===== src/rtl/hazard_forward_unit.sv =====
// Hazard detection and operand forwarding between decode and the ALU stage.
// A shift-register scoreboard of in-flight writers drives forwarding, load-use stalls and jump squashes.
module hazard_forward_unit #(
   parameter int DATA_W     = 16,
   parameter int REG_ADDR_W = 3,
   parameter int FWD_DEPTH  = 3,
   parameter int LOAD_LAT   = 1,
   parameter int CNT_W      = 16,
   localparam int SEL_W     = $clog2(FWD_DEPTH + 1)
) (
   input  logic                        clk,
   input  logic                        reset,
   input  logic                        id_valid,
   input  logic [REG_ADDR_W-1:0]       id_src1,
   input  logic [REG_ADDR_W-1:0]       id_src2,
   input  logic                        id_src1_used,
   input  logic                        id_src2_used,
   input  logic [REG_ADDR_W-1:0]       id_dest,
   input  logic                        id_wb,
   input  logic                        id_mem_read,
   input  logic                        jump_occured,
   input  logic [DATA_W-1:0]           rf_data1,
   input  logic [DATA_W-1:0]           rf_data2,
   input  logic [FWD_DEPTH*DATA_W-1:0] stage_data,
   output logic [DATA_W-1:0]           op1,
   output logic [DATA_W-1:0]           op2,
   output logic [SEL_W-1:0]            fwd_sel1,
   output logic [SEL_W-1:0]            fwd_sel2,
   output logic                        stall,
   output logic                        flush,
   output logic [CNT_W-1:0]            stall_count,
   output logic [CNT_W-1:0]            flush_count
);

   logic [FWD_DEPTH-1:0]                 ent_valid_q, ent_valid_d;
   logic [FWD_DEPTH-1:0]                 ent_wb_q, ent_wb_d;
   logic [FWD_DEPTH-1:0]                 ent_mr_q, ent_mr_d;
   logic [FWD_DEPTH-1:0][REG_ADDR_W-1:0] ent_dest_q, ent_dest_d;
   logic [CNT_W-1:0]                     stall_cnt_q, stall_cnt_d;
   logic [CNT_W-1:0]                     flush_cnt_q, flush_cnt_d;

   logic [FWD_DEPTH-1:0] hit1, hit2;
   logic                 lu1, lu2;
   logic                 issue;

   genvar gi;
   generate
      for (gi = 0; gi < FWD_DEPTH; gi++) begin : g_match
         assign hit1[gi] = ent_valid_q[gi] && ent_wb_q[gi] && (ent_dest_q[gi] == id_src1);
         assign hit2[gi] = ent_valid_q[gi] && ent_wb_q[gi] && (ent_dest_q[gi] == id_src2);
      end
   endgenerate

   // Scan oldest to youngest so the youngest matching entry overwrites the selection.
   always_comb begin
      fwd_sel1 = '0;
      fwd_sel2 = '0;
      op1      = rf_data1;
      op2      = rf_data2;
      lu1      = 1'b0;
      lu2      = 1'b0;
      for (int k = FWD_DEPTH - 1; k >= 0; k--) begin
         if (id_src1_used && hit1[k]) begin
            fwd_sel1 = SEL_W'(k + 1);
            op1      = stage_data[k*DATA_W +: DATA_W];
            lu1      = ent_mr_q[k] && (k < LOAD_LAT);
         end
         if (id_src2_used && hit2[k]) begin
            fwd_sel2 = SEL_W'(k + 1);
            op2      = stage_data[k*DATA_W +: DATA_W];
            lu2      = ent_mr_q[k] && (k < LOAD_LAT);
         end
      end
   end

   assign flush = jump_occured;
   assign stall = (lu1 || lu2) && id_valid && !jump_occured;
   assign issue = id_valid && !stall && !flush;

   always_comb begin
      ent_valid_d = {ent_valid_q[FWD_DEPTH-2:0], issue};
      ent_wb_d    = {ent_wb_q[FWD_DEPTH-2:0], id_wb && issue};
      ent_mr_d    = {ent_mr_q[FWD_DEPTH-2:0], id_mem_read && issue};
      ent_dest_d  = {ent_dest_q[FWD_DEPTH-2:0], id_dest};
      stall_cnt_d = stall_cnt_q;
      flush_cnt_d = flush_cnt_q;
      if (stall && (stall_cnt_q != {CNT_W{1'b1}}))
         stall_cnt_d = stall_cnt_q + CNT_W'(1);
      if (flush && (flush_cnt_q != {CNT_W{1'b1}}))
         flush_cnt_d = flush_cnt_q + CNT_W'(1);
   end

   always_ff @(posedge clk or negedge reset) begin
      if (!reset) begin
         ent_valid_q <= '0;
         ent_wb_q    <= '0;
         ent_mr_q    <= '0;
         ent_dest_q  <= '0;
         stall_cnt_q <= '0;
         flush_cnt_q <= '0;
      end else begin
         ent_valid_q <= ent_valid_d;
         ent_wb_q    <= ent_wb_d;
         ent_mr_q    <= ent_mr_d;
         ent_dest_q  <= ent_dest_d;
         stall_cnt_q <= stall_cnt_d;
         flush_cnt_q <= flush_cnt_d;
      end
   end

   assign stall_count = stall_cnt_q;
   assign flush_count = flush_cnt_q;

endmodule

===== config.mk =====
export PLATFORM = sky130hd
export DESIGN_NAME = hazard_forward_unit
export DESIGN_NICKNAME = d
export VERILOG_FILES = /design/src/rtl/hazard_forward_unit.sv
export SDC_FILE = /design/constraint.sdc
export NUM_CORES = 1
export LEC_CHECK = 0
export CELL_PAD_IN_SITES_DETAIL_PLACEMENT = 1
export CELL_PAD_IN_SITES_GLOBAL_PLACEMENT = 2
export CORE_MARGIN = 3
export CORE_UTILIZATION = 23
export CTS_CLUSTER_DIAMETER = 150
export CTS_CLUSTER_SIZE = 24
export DETAILED_ROUTE_END_ITERATION = 6
export PLACE_DENSITY_LB_ADDON = 0.1
export SKIP_CTS_REPAIR_TIMING = 1
export SLEW_MARGIN = 30
export SYNTH_ARGS = -nofsm -noshare
export SYNTH_HDL_FRONTEND = slang
export SYNTH_SLANG_ARGS = --single-unit

===== constraint.sdc =====
create_clock -name clk -period 4.5 [get_ports clk]
set_input_delay 0.9 -clock clk [delete_from_list [all_inputs] [get_ports clk]]
set_output_delay 0.9 -clock clk [all_outputs]
set_load 0.01 [all_outputs]

After elaboration in Yosys (flattened, before gate mapping):

Index checks and enable logic that the tools add are counted.

* bits in registers: 48
* bits of input ports: 97
* output and inout bits: 70
* logic and storage cells: 58

* $add $sub $neg: 2
* equality and inequality tests: 8
* multiplexer cells: 14
* reductions and logical operators: 26

Operator list (number)
* $mux W16: 6
* $add A16 B1 Y16 const B: 2
* $ne A16 B16 Y1 const B: 2
* $logic_and A1 B1 Y1: 23
* $eq A3 B3 Y1: 6
* $mux W2: 6
* $logic_not A1 Y1: 2
* $mux W1: 2
* $logic_or A1 B1 Y1: 1

Logic depth before layout (Yosys ltp):

* depth in word-level cells: 11
* mapped depth: 7
* depth with buffers taken out: 6

Worst setup path after synthesis:

OpenSTA, ideal clock, no wires.

* path type: input -> output
* start: in id_src1[2]
* end: out op1[10]
* data arrival time: 2420 ps
* required time: 3600 ps
* slack: 1180 ps
* cell stages on the path: 7
* buffers on the path: 2
* cell sequence: xor2_1 nor4_4 and3b_1 buf_2 buf_2 a222oi_1 a21oi_1

* cells in the longest elaborated chain, start to end: 6
* elaborated cells on any way between the ends: 12
* classes of those cells: eq/ne (3); mux (3); reduce/logical (6)

RTL lines
* from (decl): line 14 `input logic [REG_ADDR_W-1:0] id_src1,`
* $eq A3 B3 Y1: line 49 `assign hit1[gi] = ent_valid_q[gi] && ent_wb_q[gi] && (ent_dest_q[gi] == id_src1);`
* $logic_and A1 B1 Y1: line 49
* $logic_and A1 B1 Y1: line 63 `if (id_src1_used && hit1[k]) begin`
* $mux W16 (2 in series): line 63
* $mux W16 (*): line 63
* to (decl): line 25 `output logic [DATA_W-1:0] op1,`

Mark *: on every way between the ends. The rest lies on a longest branch, timed or not.

Worst setup path after layout:

* start: in id_src2[2]
* end: out op2[13]

* cells in the longest elaborated chain, start to end: 6
* elaborated cells on any way between the ends: 12
* classes of those cells: eq/ne (3); mux (3); reduce/logical (6)

RTL lines
* from (decl): line 15 `input logic [REG_ADDR_W-1:0] id_src2,`
* $eq A3 B3 Y1: line 50 `assign hit2[gi] = ent_valid_q[gi] && ent_wb_q[gi] && (ent_dest_q[gi] == id_src2);`
* $logic_and A1 B1 Y1: line 50
* $logic_and A1 B1 Y1: line 68 `if (id_src2_used && hit2[k]) begin`
* $mux W16 (2 in series): line 68
* $mux W16 (*): line 68
* to (decl): line 26 `output logic [DATA_W-1:0] op2,`

Marks and branches as above.

==> impl_metrics.ini <==
[floorplanning]
fp-row-count = 40
die_area_sq_um = 14300
floorplan.initialDensity_pct = 24.0
die_y_microns = 119
number_of_top_level_design_ports = 167
design.core.area_sq_um = 12300
die_w_microns = 119

[logic_synthesis]
async_flop_share_pct = 100
synth_nets = 409
syn_inst = 310
synth-edff-count = 0
ys_types = 38
synth-main-ff-cell = dfrtp_1
syn_warnings = 0
syn-mean-instance-area_sq_um = 9.54
mappedNetlistArea_sq_um = 2960
synth_sequential_area_ratio_pct = 40.6
post-synth-top-area-fraction_pct = 40.6
synth_top_area_cell = dfrtp_1
number_of_synthesized_register_bits = 48
synthTopCellsByArea = dfrtp_1 (41%), a222oi_1 (11%), xor2_1 (8.6%)

[cells_and_area]
layout.area.seq_sq_um = 1200
final_net_count = 572
mostFrequentLayoutCells = clkdlybuf4s50_1 (165), dfrtp_1 (48), nor2_1 (42)
antenna_cells = 0
n_fill_cell = 1438
commonest_non_fill_non_tap_cell_in_the_layout = clkdlybuf4s50_1
share_of_cells_above_drive_strength_1_pct = 6.12
layout.cell_area.non_filler_sq_um = 5030
areaGrowthSynthToFinish_pct = 70.1
multiInputGateArea_sq_um = 1660

[power]
internal_power_uw = 984
power.ir.vdd_worst_mv = 0.162
power.leakage_uw = 0.00200
p_switching_uw = 321
logic_gate_share_of_total_power_pct = 24.0
power.clock.fraction_pct = 36.8
post-layout-total-power_uw = 1310
power_switching_share_pct = 24.6
power-per-cell-area_nw_per_um2 = 259
power_frac_seq_pct = 39.1

[sta]
final.min_clock_period_ps = 4300
report.final.slew_viol_count = 0
total_negative_slack_ps = 0
min_period_over_period_pct = 95.6
worst_slew_margin_rel_pct = 60.1
clock-skew-final_ps = 7.22
timing.fmax_mhz = 232
setup_repair_after_global_routing_missed_its_margin = no
setup_violations = 0
tightestPinTransition_ps = 598
finalHoldViolCount = 0

[setup_path]
critPathRequiredTime_ps = 3600
timing.rr.start = ent_dest_d[5]
ff2ff_path_depth = 5
regToRegEndpoint = stall_count[1]
start_kind = input pin
timing_worst_setup_path_type = input pin to primary output
critical_path.max_fanout = 17
regToRegSetupSlack_ps = 2090
crit_path_max_incr_delay_ps = 500
path_cells = clkdlybuf4s50_1, xor2_1, nor4_4, buf_4, a21oi_1, buf_4, a222oi_1, a21oi_1, clkdlybuf4s50_1
cp_slowest_cell = clkdlybuf4s50_1
cp.arrival_ps = 3400
cp-end-kind = primary output

[clock_tree]
cts.sinks = 48
cts-htree-levels = 2
cts_inserted_buffers = 5
root_buffer = clkbuf_16
cts_tree = done
path_clk_slew_ps = 70
cts.path.max_buffers = 2
clk-insertion-delay-late_ps = 280

[placement]
io_buffer_count = 166
dpl.hpwl_mm = 9.24
globalplace.congestion = 0.808
placedInstanceArea_sq_um = 4830

[drt]
detailedRoute.firstPassIterationCount = 7
route.antenna.remaining_nets = 0
num_vias = 3188
wire_per_inst_microns = 18.7
drt_iter0_markers = 244
drt_drc_violations_left = 1
vias_per_cell = 4.97
routed_wl_mm = 12.0

[worst_hold_path]
hold_path.class = register to register
number_of_cells_on_the_worst_hold_path = 0
min_from = ent_valid_q[1]
min_delay_worst_endpoint = ent_valid_q[2]

[grt]
globalRouteTotalUtil_pct = 16.6
first_global_vias = 3350
global_route_wire_length_before_repair_mm = 19.3
antenna_found_initial = 0
grt_overflow_total = 0
grt_max_degree = 49

[status]
result_of_the_run = complete, but fails checks
failed_checks = design-rule violations

[run]
cap_viol_max_count = 0
[power groups by stage]
| stage | combinational, uW | sequential [uW] | clock, uW |
|---|---|---|---|
| 4_1_cts | 319 | 512 | 499 |
| 5_1_grt | 340 | 518 | 513 |
| 3_3_place_gp | 313 | 520 | 0 |
| 3_5_place_dp | 317 | 520 | 0 |
| 6_report | 314 | 511 | 481 |
| 2_1_floorplan | 94.4 | 524 | 0 |
[critical path: cells and delay by family]
kind,cells,cell delay [ps]
AND/OR/NAND/NOR,1,320
buffers and inverters,4,1430
AO/OA/AOI/OAI,3,530
XOR/XNOR,1,210
[cells in the mapped netlist, types with 3 or more instances]
| library cell | number |
|---|---|
| inv_1 | 4 |
| xnor2_1 | 17 |
| dfrtp_1 | 48 |
| nand2_1 | 13 |
| nand3_1 | 16 |
| nor2_1 | 42 |
| clkbuf_1 | 11 |
| and3_1 | 5 |
| nor4_4 | 3 |
| buf_4 | 3 |
| buf_1 | 3 |
| a21oi_1 | 36 |
| xor2_1 | 29 |
| nand4_1 | 14 |
| a222oi_1 | 32 |
| nor3_2 | 3 |
[routing by layer]
layer | vias up | wire length, microns | track usage (%)
met4 | 0 | 178 | 3.51
met2 | 135 | 5760 | 28.0
met3 | 12 | 861 | 3.37
li1 | 1498 | - | -
met5 | - | 0 | 0
met1 | 1543 | 5220 | 22.0
[final cells by class]
class	instances	share of cell area, %
tap	168	4.18
sequential	48	23.9
timing repair buffer	175	34.8
clock inverter	3	1.37
clock buffer	5	2.49
multi-input combinational	239	33.0
inverter	4	0.299
[worst max-delay path by stage]
stage / startpoint / end / slack [ps] / cells after the start
3_5_place_dp: id_src1[2] / op1[10] / 70 / 7
2_1_floorplan: id_src1[2] / op1[10] / 1180 / 7
5_1_grt: id_src2[2] / op2[10] / 60 / 9
3_3_place_gp: id_src1[1] / op1[14] / 120 / 7
4_1_cts: id_src1[2] / op1[10] / 70 / 7
6_report: id_src2[2] / op2[13] / 200 / 9
[through the flow]
stage	std cells	hold WS (ps)	utilization, %	setup slack, ps
after detailed placement	634	387	39.3	73.7
final	642	407	40.9	198
after floorplan	310	374	-	1180
after global placement	634	387	39.2	119
after CTS	642	406	40.8	73.7
after global routing	642	437	40.9	57.8
[registers in the layout, summed over array words and instances (netlist names)]
| register | cells |
|---|---|
| ent_wb_q | 3 |
| flush_count | 16 |
| ent_dest_d | 6 |
| stall_count | 16 |
| ent_dest_q | 3 |
| ent_valid_q | 3 |
| ent_mr_q | 1 |
[cells by family (layout without fill, tap and decap cells)]
logic type      count (synthesis)  after routing  synth area share (%)
fa+ha+maj                       2              2                 0.846
xor+xnor                       46             46                  13.6
buf+inv                        23            187                  3.38
simple gates                  116            116                  21.9
mux                             1              1                 0.381
compound gates                 74             74                  19.3
flops                          48             48                  40.6
(Power assumes the default switching activity.)
==> RTL edit (same settings) <==
Change the parameter `DATA_W` from 16 to 20.
--- a/src/rtl/hazard_forward_unit.sv
+++ b/src/rtl/hazard_forward_unit.sv
@@ -1,7 +1,7 @@
 // Hazard detection and operand forwarding between decode and the ALU stage.
 // A shift-register scoreboard of in-flight writers drives forwarding, load-use stalls and jump squashes.
 module hazard_forward_unit #(
-   parameter int DATA_W     = 16,
+   parameter int DATA_W     = 20,
    parameter int REG_ADDR_W = 3,
    parameter int FWD_DEPTH  = 3,
    parameter int LOAD_LAT   = 1,
Interface: changed (5 resized); port bits go from 167 to 195. The function was not compared with the original's and may differ.
==> RTL edit against the original RTL <==
Clock skew decreased by 0.0034 ns; sequential cell count unchanged; total power decreased by 2.0%; area after synthesis increased by 4.2%; critical endpoint is now op1[18]; design area increased by 7.9%; largest power group unchanged; routed wire length increased by 13%; clock power decreased by 14%; worst setup slack got worse by 0.040 ns; critical path type unchanged; global-route usage increased by 0.78 points.
==> RTL edit: results (changes against the original RTL) <==
Detailed routing
  • DR pass1 iterations: 6 (-1)
  • Metal2 WL: 6720 µm (+17%)
  • Sum of routed wire segments on met1: 5660 µm (+8.4%)
  • Iteration-0 DRC Markers: 321 (+32%)
  • Total wire length: 13600 µm (+13%)
  • Via count: 3533 (+11%)
  • Metal3 WL: 1120 µm (+30%)

Synth
  • Commonest cells in the netlist: nor2_1 (49), dfrtp_1 (48), a21oi_1 (44)
  • Synth Area in XOR/XNOR: 13.1% (-0.55 points)
  • Sequential share of the synthesized area: 39.0% (-1.6 points)
  • Adder-Cell Fraction of Synth Area: 0.812% (-0.034 points)
  • Top post-synthesis cells by area: dfrtp_1 (39%), a222oi_1 (13%), xor2_1 (8.5%), a21oi_1 (7.1%), nor2_1 (6.0%)
  • Combinational family with the most area after synthesis: compound AO/OA/AOI/OAI gates
  • Compound-Gate Fraction of Synth Area: 22.4% (+3.1 points)
  • Multiplexer area fraction after synthesis: 0.365% (-0.015 points)

Global route
  • GR Util met2: 29.9% (+2.0 points)
  • Vias in the first global route: 3626 (+8.2%)
  • First-pass GRT wire length: 20300 µm (+5.4%)
  • Met1 GRT Util: 22.1% (+0.078 points)

Pwr
  • PwrDens: 236 mW/mm² (-9.2%)
  • Clock Power: 0.415 mW (-14%)
  • Sequential share of power: 39.9% (+0.8 points)
  • Max VDD drop: 0.232 mV (+44%)
  • Leak: 2.14 nW (+7.1%)

Worst setup path
  • Worst Path Max Fanout: 21 (+4)
  • Crit path DAT: 3.44 ns (+0.04 ns)
  • Critical path's largest stage delay: 0.56 ns (+0.06 ns)

Timing
  • Worst Clk Skew: 0.00384 ns (-0.00338 ns)
  • Worst-margin pin slew: 0.691 ns (+0.0930 ns)

Placed design
  • Dpl cells: 688 (+8.5%)
  • Pre-CTS setup slack: 0.102 ns (+0.0288 ns)
  • Post-DP Area: 0.00525 mm² (+8.6%)
  • Dpl hpwl: 10300 µm (+11%)
  • IO buf count: 194 (+17%)

Final layout
  • Final cell count without fillers: 697 (+8.6%)
  • Filler cells: 1474 (+2.5%)
  • Fin nets: 642 (+12%)
  • Fraction of layout cells with a size suffix above 1: 5.92% (-0.20 points)

Run status
  • Status: finished, final reports clean
==> RTL edit: area by class of cell <==
cell class | count | area [µm²] | share of cell area [%]
repair buffers | 202 | 2020 | 37.3
multi-input cells | 262 | 1810 | 33.3
flip-flops and latches | 48 | 1200 | 22.1
well taps | 172 | 215 | 3.96
clock buffers | 6 | 129 | 2.37
clock inverters | 2 | 35.0 | 0.645
inverters | 4 | 15.0 | 0.277
diodes | 1 | 2.50 | 0.0461
==> RTL edit: worst paths after layout <==
check | startpoint | to | slack (ns) | cells past startpoint
worst max-delay path | id_src1[1] | op1[18] | 0.16 | 7
max in group asynchronous | reset | stall_count[15] | 3.46 | 1
min in group asynchronous | reset | flush_count[3] | 0.62 | 1
worst min-delay path | ent_wb_q[1] | ent_wb_q[2] | 0.40 | 0
worst max register to register | ent_dest_d[5] | stall_count[1] | 1.99 | 5
worst min register to register | ent_wb_q[1] | ent_wb_q[2] | 0.40 | 0
